$ cat src/rtl/stego_pkg.sv
// Shared constants and FSM state type for the stego embed/extract chain.
package stego_pkg;

    localparam int unsigned EMBED_POS_DEFAULT = 2;
    localparam int unsigned SYM_W             = 4;
    localparam int unsigned BYTE_W            = 8;

    typedef enum logic [1:0] {
        IDLE = 2'd0,
        RUN  = 2'd1,
        DONE = 2'd2
    } state_e;

endpackage

$ cat src/rtl/stego_extractor_if.sv
// Image-byte, key-write and symbol handshakes between the extractor and its neighbours.
interface stego_extractor_if #(
    parameter int unsigned NUM_SYMBOLS = 2976,
    parameter int unsigned NUM_KEY     = 208,
    parameter int unsigned SYM_BITS    = stego_pkg::SYM_W
);
    localparam int unsigned KA_W = $clog2(NUM_KEY);
    localparam int unsigned SI_W = $clog2(NUM_SYMBOLS);

    logic                          start;
    logic                          key_we;
    logic [KA_W-1:0]               key_waddr;
    logic [SYM_BITS-1:0]           key_wdata;
    logic                          pix_valid;
    logic [stego_pkg::BYTE_W-1:0]  pix_data;
    logic                          pix_ready;
    logic                          sym_valid;
    logic [SYM_BITS-1:0]           sym_data;
    logic [SI_W-1:0]               sym_index;
    logic                          sym_ready;
    logic                          busy;
    logic                          done;

    modport master (
        output start, key_we, key_waddr, key_wdata, pix_valid, pix_data, sym_ready,
        input  pix_ready, sym_valid, sym_data, sym_index, busy, done
    );

    modport slave (
        input  start, key_we, key_waddr, key_wdata, pix_valid, pix_data, sym_ready,
        output pix_ready, sym_valid, sym_data, sym_index, busy, done
    );
endinterface

$ cat src/rtl/stego_key_rom.sv
// Key nibble register file: synchronous write, combinational read (old data on same-cycle write).
module stego_key_rom #(
    parameter int unsigned NUM_KEY = 208,
    parameter int unsigned W       = 4,
    parameter int unsigned AW      = $clog2(NUM_KEY)
) (
    input  logic          clk,
    input  logic          we,
    input  logic [AW-1:0] waddr,
    input  logic [W-1:0]  wdata,
    input  logic [AW-1:0] raddr,
    output logic [W-1:0]  rdata_c
);

    logic [W-1:0] mem_q [NUM_KEY];
    logic [W-1:0] mem_d [NUM_KEY];

    always_comb begin
        mem_d = mem_q;
        if (we && (32'(waddr) < NUM_KEY)) begin
            mem_d[waddr] = wdata;
        end
    end

    // Contents survive reset on purpose.
    always_ff @(posedge clk) begin
        mem_q <= mem_d;
    end

    assign rdata_c = mem_q[raddr];

endmodule

$ cat src/rtl/stego_extractor.sv
// Pulls one payload bit per stego byte, packs LSB-first symbols and XOR-decrypts them with a cyclic key.
module stego_extractor
    import stego_pkg::*;
#(
    parameter int unsigned EMBED_POS    = EMBED_POS_DEFAULT,
    parameter int unsigned BITS_PER_SYM = SYM_W,
    parameter int unsigned NUM_SYMBOLS  = 2976,
    parameter int unsigned NUM_KEY      = 208
) (
    input  logic               clk,
    input  logic               reset,
    stego_extractor_if.slave   bus
);

    localparam int unsigned SIDX_W = $clog2(NUM_SYMBOLS);
    localparam int unsigned KIDX_W = $clog2(NUM_KEY);
    localparam int unsigned BCNT_W = (BITS_PER_SYM > 1) ? $clog2(BITS_PER_SYM) : 1;

    state_e                  state_q, state_d;
    logic [BCNT_W-1:0]       bitcnt_q, bitcnt_d;
    logic [BITS_PER_SYM-1:0] shift_q, shift_d;
    logic [SIDX_W-1:0]       symcnt_q, symcnt_d;
    logic [KIDX_W-1:0]       kidx_q, kidx_d;
    logic                    sym_valid_q, sym_valid_d;
    logic [BITS_PER_SYM-1:0] sym_data_q, sym_data_d;
    logic [SIDX_W-1:0]       sym_index_q, sym_index_d;
    logic                    last_pend_q, last_pend_d;
    logic                    busy_q, busy_d;
    logic                    done_q, done_d;

    logic [BITS_PER_SYM-1:0] key_c;
    logic [BITS_PER_SYM-1:0] asm_c;
    logic                    pix_ready_c;
    logic                    accept_c;
    logic                    complete_c;
    logic                    out_hs_c;
    logic                    enter_run_c;

    stego_key_rom #(
        .NUM_KEY (NUM_KEY),
        .W       (BITS_PER_SYM),
        .AW      (KIDX_W)
    ) u_key_rom (
        .clk     (clk),
        .we      (bus.key_we),
        .waddr   (bus.key_waddr),
        .wdata   (bus.key_wdata),
        .raddr   (kidx_q),
        .rdata_c (key_c)
    );

    always_comb begin
        state_d     = state_q;
        bitcnt_d    = bitcnt_q;
        shift_d     = shift_q;
        symcnt_d    = symcnt_q;
        kidx_d      = kidx_q;
        sym_valid_d = sym_valid_q;
        sym_data_d  = sym_data_q;
        sym_index_d = sym_index_q;
        last_pend_d = last_pend_q;
        enter_run_c = 1'b0;

        // The output register may refill in the same cycle it is drained.
        out_hs_c    = sym_valid_q && bus.sym_ready;
        pix_ready_c = (state_q == RUN) && !(sym_valid_q && !bus.sym_ready) && !last_pend_q;
        accept_c    = bus.pix_valid && pix_ready_c;
        asm_c       = shift_q;
        asm_c[bitcnt_q] = bus.pix_data[EMBED_POS];
        complete_c  = accept_c && (bitcnt_q == BCNT_W'(BITS_PER_SYM - 1));

        case (state_q)
            IDLE: if (bus.start) enter_run_c = 1'b1;
            DONE: if (bus.start) enter_run_c = 1'b1;
            RUN: begin
                if (out_hs_c) begin
                    sym_valid_d = 1'b0;
                    if (last_pend_q && (sym_index_q == SIDX_W'(NUM_SYMBOLS - 1))) begin
                        state_d = DONE;
                    end
                end
                if (accept_c) begin
                    shift_d  = asm_c;
                    bitcnt_d = complete_c ? '0 : bitcnt_q + BCNT_W'(1);
                end
                if (complete_c) begin
                    sym_valid_d = 1'b1;
                    sym_data_d  = asm_c ^ key_c;
                    sym_index_d = symcnt_q;
                    symcnt_d    = symcnt_q + SIDX_W'(1);
                    kidx_d      = (kidx_q == KIDX_W'(NUM_KEY - 1)) ? '0 : kidx_q + KIDX_W'(1);
                    if (symcnt_q == SIDX_W'(NUM_SYMBOLS - 1)) last_pend_d = 1'b1;
                end
            end
            default: state_d = IDLE;
        endcase

        if (enter_run_c) begin
            state_d     = RUN;
            bitcnt_d    = '0;
            shift_d     = '0;
            symcnt_d    = '0;
            kidx_d      = '0;
            sym_valid_d = 1'b0;
            last_pend_d = 1'b0;
        end

        busy_d = (state_d == RUN);
        done_d = (state_d == DONE);
    end

    always_ff @(posedge clk) begin
        if (reset) begin
            state_q     <= IDLE;
            bitcnt_q    <= '0;
            shift_q     <= '0;
            symcnt_q    <= '0;
            kidx_q      <= '0;
            sym_valid_q <= 1'b0;
            sym_data_q  <= '0;
            sym_index_q <= '0;
            last_pend_q <= 1'b0;
            busy_q      <= 1'b0;
            done_q      <= 1'b0;
        end else begin
            state_q     <= state_d;
            bitcnt_q    <= bitcnt_d;
            shift_q     <= shift_d;
            symcnt_q    <= symcnt_d;
            kidx_q      <= kidx_d;
            sym_valid_q <= sym_valid_d;
            sym_data_q  <= sym_data_d;
            sym_index_q <= sym_index_d;
            last_pend_q <= last_pend_d;
            busy_q      <= busy_d;
            done_q      <= done_d;
        end
    end

    assign bus.pix_ready = pix_ready_c;
    assign bus.sym_valid = sym_valid_q;
    assign bus.sym_data  = sym_data_q;
    assign bus.sym_index = sym_index_q;
    assign bus.busy      = busy_q;
    assign bus.done      = done_q;

endmodule
$ cat src/flat_wrapper.sv
// flat-port wrapper written by rule: the top's interface ports become plain ports
module stego_extractor_flat import stego_pkg::*;
#(
    parameter int unsigned EMBED_POS    = EMBED_POS_DEFAULT,
    parameter int unsigned BITS_PER_SYM = SYM_W,
    parameter int unsigned NUM_SYMBOLS  = 2976,
    parameter int unsigned NUM_KEY      = 208
)
  (clk, reset, bus_start, bus_key_we, bus_key_waddr, bus_key_wdata, bus_pix_valid, bus_pix_data, bus_sym_ready, bus_pix_ready, bus_sym_valid, bus_sym_data, bus_sym_index, bus_busy, bus_done);
  stego_extractor_if #(.NUM_SYMBOLS(NUM_SYMBOLS), .NUM_KEY(NUM_KEY)) bus_i ();
  input  logic clk;
  input  logic reset;
  input wire logic [$bits(bus_i.start)-1:0] bus_start;
  input wire logic [$bits(bus_i.key_we)-1:0] bus_key_we;
  input wire logic [$bits(bus_i.key_waddr)-1:0] bus_key_waddr;
  input wire logic [$bits(bus_i.key_wdata)-1:0] bus_key_wdata;
  input wire logic [$bits(bus_i.pix_valid)-1:0] bus_pix_valid;
  input wire logic [$bits(bus_i.pix_data)-1:0] bus_pix_data;
  input wire logic [$bits(bus_i.sym_ready)-1:0] bus_sym_ready;
  output wire logic [$bits(bus_i.pix_ready)-1:0] bus_pix_ready;
  output wire logic [$bits(bus_i.sym_valid)-1:0] bus_sym_valid;
  output wire logic [$bits(bus_i.sym_data)-1:0] bus_sym_data;
  output wire logic [$bits(bus_i.sym_index)-1:0] bus_sym_index;
  output wire logic [$bits(bus_i.busy)-1:0] bus_busy;
  output wire logic [$bits(bus_i.done)-1:0] bus_done;
  assign bus_i.start = bus_start;
  assign bus_i.key_we = bus_key_we;
  assign bus_i.key_waddr = bus_key_waddr;
  assign bus_i.key_wdata = bus_key_wdata;
  assign bus_i.pix_valid = bus_pix_valid;
  assign bus_i.pix_data = bus_pix_data;
  assign bus_i.sym_ready = bus_sym_ready;
  assign bus_pix_ready = bus_i.pix_ready;
  assign bus_sym_valid = bus_i.sym_valid;
  assign bus_sym_data = bus_i.sym_data;
  assign bus_sym_index = bus_i.sym_index;
  assign bus_busy = bus_i.busy;
  assign bus_done = bus_i.done;
  stego_extractor #(.EMBED_POS(EMBED_POS), .BITS_PER_SYM(BITS_PER_SYM), .NUM_SYMBOLS(NUM_SYMBOLS), .NUM_KEY(NUM_KEY)) u_core (.clk(clk), .reset(reset), .bus(bus_i));
endmodule
$ cat config.mk
export PLATFORM = sky130hd
export DESIGN_NAME = stego_extractor_flat
export DESIGN_NICKNAME = d
export VERILOG_FILES = /design/src/rtl/stego_pkg.sv /design/src/rtl/stego_extractor_if.sv /design/src/rtl/stego_key_rom.sv /design/src/rtl/stego_extractor.sv /design/src/flat_wrapper.sv
export SDC_FILE = /design/constraint.sdc
export NUM_CORES = 1
export LEC_CHECK = 0
export BUFFER_PORTS_ARGS = -buffer_cell sky130_fd_sc_hd__buf_2
export CORE_UTILIZATION = 40
export DETAILED_ROUTE_END_ITERATION = 7
export GPL_TIMING_DRIVEN = 0
export PLACE_DENSITY_LB_ADDON = 0.3
export SLEW_MARGIN = 10
export SYNTH_ARGS = -nofsm -noshare
export SYNTH_HDL_FRONTEND = slang
export SYNTH_SLANG_ARGS = --single-unit
$ cat constraint.sdc
create_clock -name clk -period 2.8 [get_ports clk]
set_input_delay 0.56 -clock clk [delete_from_list [all_inputs] [get_ports clk]]
set_output_delay 0.56 -clock clk [all_outputs]
set_load 0.01 [all_outputs]
==> impl_results.md <==
* Largest family of logic cells by synthesized area: multiplexers
* Max VDD drop at 0.385 mV
* Post-DP HPWL at around 68000 um
* Die Ht at between 200 and 300 um
* Final instance area at approximately 0.042 sq mm
* RSZ-0062 raised after global routing: yes
* DR iter-0 viols at just over 3000
* Number of detailed-route iterations in the first pass at 6
* Drt drc at 0
* CTS root buf: clkbuf_16
* NumNets Final at 2100
* GP Congestion at about 0.98
* Dpl ws at -1.85 ns
* Synth cell types at 65
* Area growth syn-to-layout at 18.6%
* Slew headroom at about 34%
* Placed insts at about 3100
* Area of the core at about 0.087 sq mm
* Max Clock Skew at 0.0112 ns
* Clk_lat worst skew at roughly 0.65 ns
* Post-synthesis async set-or-reset flop share at 0%
* Fillers at 7135
* Flops & latches, synth at approximately 900
* Pwr Total at around 27 mW
* Synth warnings at 0
* Initial core utilization at about 40%
* Initial antenna violation count at 1
* Final worst-path cycle share at 121%
* Final hold vios at 0
* Number of top-level pins at 46
* Failing checks: negative setup slack
* Final setup viols at 4
* Vias in the first global route at slightly below 20000
* Gr usage total at about a quarter
* Inserted Clock Buffers at 90
* PnR worst setup slack at -0.578 ns
* Tmin final at around 3.4 ns
* Post-Route Utilization at a little under half
* Multiplexer share of the synthesized area at between 15 and 20%
* Syn_nets at 1903
* Antenna Cells at 0
* Clk buf depth at 3
* Rows at between 100 and 150
* Share of cells above drive strength 1 at 30.3%
* CP endpoint kind: flip-flop
* Synthesized cell area at around 0.035 sq mm
* TritonCTS clock tree: done
* Post-Synth Adder-Cell Area at less than 1%
* Final wirelength at between 100000 and 150000 um
* Cell Pwr Density at roughly 650 mW/mm^2
* Critical Path AT at ~3.9 ns
* Clock transition at path regs at 0.06 ns
* DR vias at approximately 20000
* Final antenna-violating net count at 0
* Post-Syn Area per Cell at 18.7 sq um
* Largest net degree at the start of global routing at around 140
* CP Launch Type: flip-flop
* Vias per cell at 6.02
* Non-Filler Instances at between 3000 and 4000
* FMAX at 296 MHz
* Syn Inst Count at about 1900
* WL per Instance at between 30 and 40 um
* Static Leakage at about 13 nW
* Req. time, crit path at 3.36 ns
* Simple-gate portion of the synthesized area at 5.74%
* CTS sink cnt at around 880
* Die width at 298 um
* Number of buffers added on ports at 37
* DP Area at between 0.03 and 0.04 sq mm
* Compound-cell area share of the yosys netlist at approximately 2.3%
* First-pass GRT wire length at approximately 150000 um
* Final Max Tran Viols at 0
* Primary FF master, synth: edfxtp_1
* Fraction of the yosys area taken by sequential cells at between 70% and 80%
* CP Max Fanout at 10
* Worst Max-Slew Pin Slew at approximately 0.99 ns
* Total of max-cap violations at 0
* Post-synth EDFFs at ~830
* Grt ovf at 0
* Outcome: finished, violations left
* XOR/XNOR share of the synthesized area at less than 1%
* Die area at between 0.08 and 0.09 sq mm
* Hold Path Class: input pin to flip-flop
* H-tree level count at 3
* CP Class: flip-flop to flip-flop
[sequential cells by signal, summed over array words and instances (netlist names)]
signal                  count
u_core.kidx_q               8
u_core.bus.done             1
u_core.bus.sym_index       12
u_core.last_pend_q          1
u_core.symcnt_q            12
u_core.bus.sym_valid        1
u_core.bus.sym_data         4
u_core.bitcnt_q             2
u_core.u_key_rom.mem_q    832
u_core.state_q              2
u_core.bus.busy             1
u_core.shift_q              3
[worst paths after layout]
check	startpoint	endpoint	slack [ns]	depth (start not counted)
max	u_core.kidx_q[0]$_SDFFE_PP0P_	u_core.bus.sym_data[3]$_SDFFE_PP0P_	-0.58	11
min	reset	u_core.bus.sym_data[2]$_SDFFE_PP0P_	0.22	3
max reg2reg	u_core.kidx_q[0]$_SDFFE_PP0P_	u_core.bus.sym_data[3]$_SDFFE_PP0P_	-0.58	11
min reg2reg	u_core.shift_q[2]$_SDFFE_PP0P_	u_core.shift_q[2]$_SDFFE_PP0P_	0.47	2
[synth_stat cells, types with 6 or more instances]
cell type / n / area share (%)
a211oi_1: 10 / 0.21
a21oi_1: 41 / 0.59
a22oi_1: 8 / 0.17
and2_1: 6 / 0.11
buf_2: 28 / 0.40
buf_4: 13 / 0.28
buf_6: 7 / 0.22
clkbuf_1: 60 / 0.64
dfxtp_1: 47 / 2.7
edfxtp_1: 832 / 71
ha_1: 6 / 0.21
inv_1: 9 / 0.096
mux2_2: 9 / 0.29
mux2i_1: 25 / 0.71
mux4_2: 224 / 14
nand2_1: 110 / 1.2
nand2b_1: 6 / 0.11
nand3_1: 23 / 0.33
nand4_1: 6 / 0.11
nor2_1: 249 / 2.7
nor2b_1: 22 / 0.39
nor3_1: 9 / 0.13
nor4_1: 6 / 0.11
o22ai_1: 9 / 0.16
xnor2_1: 6 / 0.15
xor2_1: 13 / 0.32
[critical path, stage by stage (launching register included)]
cell and delay [ns]:
dfxtp_2 0.36, buf_12 0.14, buf_16 0.16, buf_12 0.21, mux4_2 0.56, mux2i_1 0.31
o22ai_1 0.18, nor4b_2 0.41, nor2_1 0.18, o32ai_4 0.39, xor2_1 0.13, a211oi_1 0.23
[logic make-up after synthesis]
group,Yosys count
DFF,879
and+or+nand+nor,463
xor gates and xnor gates,19
muxes,258
buffers and inverters,127
AOI/OAI and AO/OA,119
adders and majority gates,6
[power breakdown]
group / leakage [nW] / switching, mW / internal [mW]
clock: 1.46 / 5.11 / 7.22
combinational: 3.34 / 0.342 / 0.0680
sequential: 7.86 / 0.00757 / 14.4
total: 12.7 / 5.46 / 21.7
[per-stage QoR]
step | hold WS (ns) | setup TNS (ns)
after floorplan | 0.436 | 0
after global placement | 0.456 | -1409.78
after detailed placement | 0.448 | -509.57
after CTS | 0.195 | -1.62
after global routing | 0.245 | -1.97
final | 0.216 | -1.88
[cell usage in the layout, fill, tap and decap left out, types with 10 or more instances in the layout]
| master | instances |
|---|---|
| nor2_2 | 50 |
| clkinv_1 | 18 |
| buf_12 | 22 |
| edfxtp_1 | 832 |
| a21oi_1 | 40 |
| nand2_1 | 108 |
| dfxtp_1 | 44 |
| buf_8 | 10 |
| nand3_1 | 23 |
| nor2b_1 | 22 |
| bufinv_16 | 12 |
| nor2_1 | 199 |
| clkbuf_4 | 11 |
| mux4_2 | 224 |
| buf_16 | 20 |
| clkbuf_2 | 10 |
| mux2i_1 | 14 |
| clkinv_2 | 13 |
| buf_2 | 37 |
| buf_4 | 59 |
| clkbuf_16 | 93 |
| buf_6 | 15 |
| xor2_1 | 12 |
| clkbuf_1 | 52 |
[cell type report]
cell class              count  area (sq um)  share of cell area, %
flip-flops and latches    879         25900                   62.3
multi-input cells         865          8900                   21.4
clock buffers             113          2410                   5.80
well taps                1155          1450                   3.47
plain buffers             117          1300                   3.13
repair buffers            105           973                   2.34
clock inverters            52           592                   1.42
inverters                  10          38.8                 0.0933
[metal layers]
metal / part of all wire (%) / track usage, %
met5: 0 / 0
met2: 47 / 38.0
met4: 3.9 / 9.29
met3: 11 / 5.40
met1: 38 / 32.9
[what timing repair did]
action | 4_1_cts | 5_1_grt
gates resized for setup | 246 | 55
endpoints found under the setup margin | 294 | 280
pin swaps | 11 | 12
hold buffers | 0 | 0
buffers inserted | 48 | 14
cloned | 2 | 0
(Power assumes the default switching activity.)
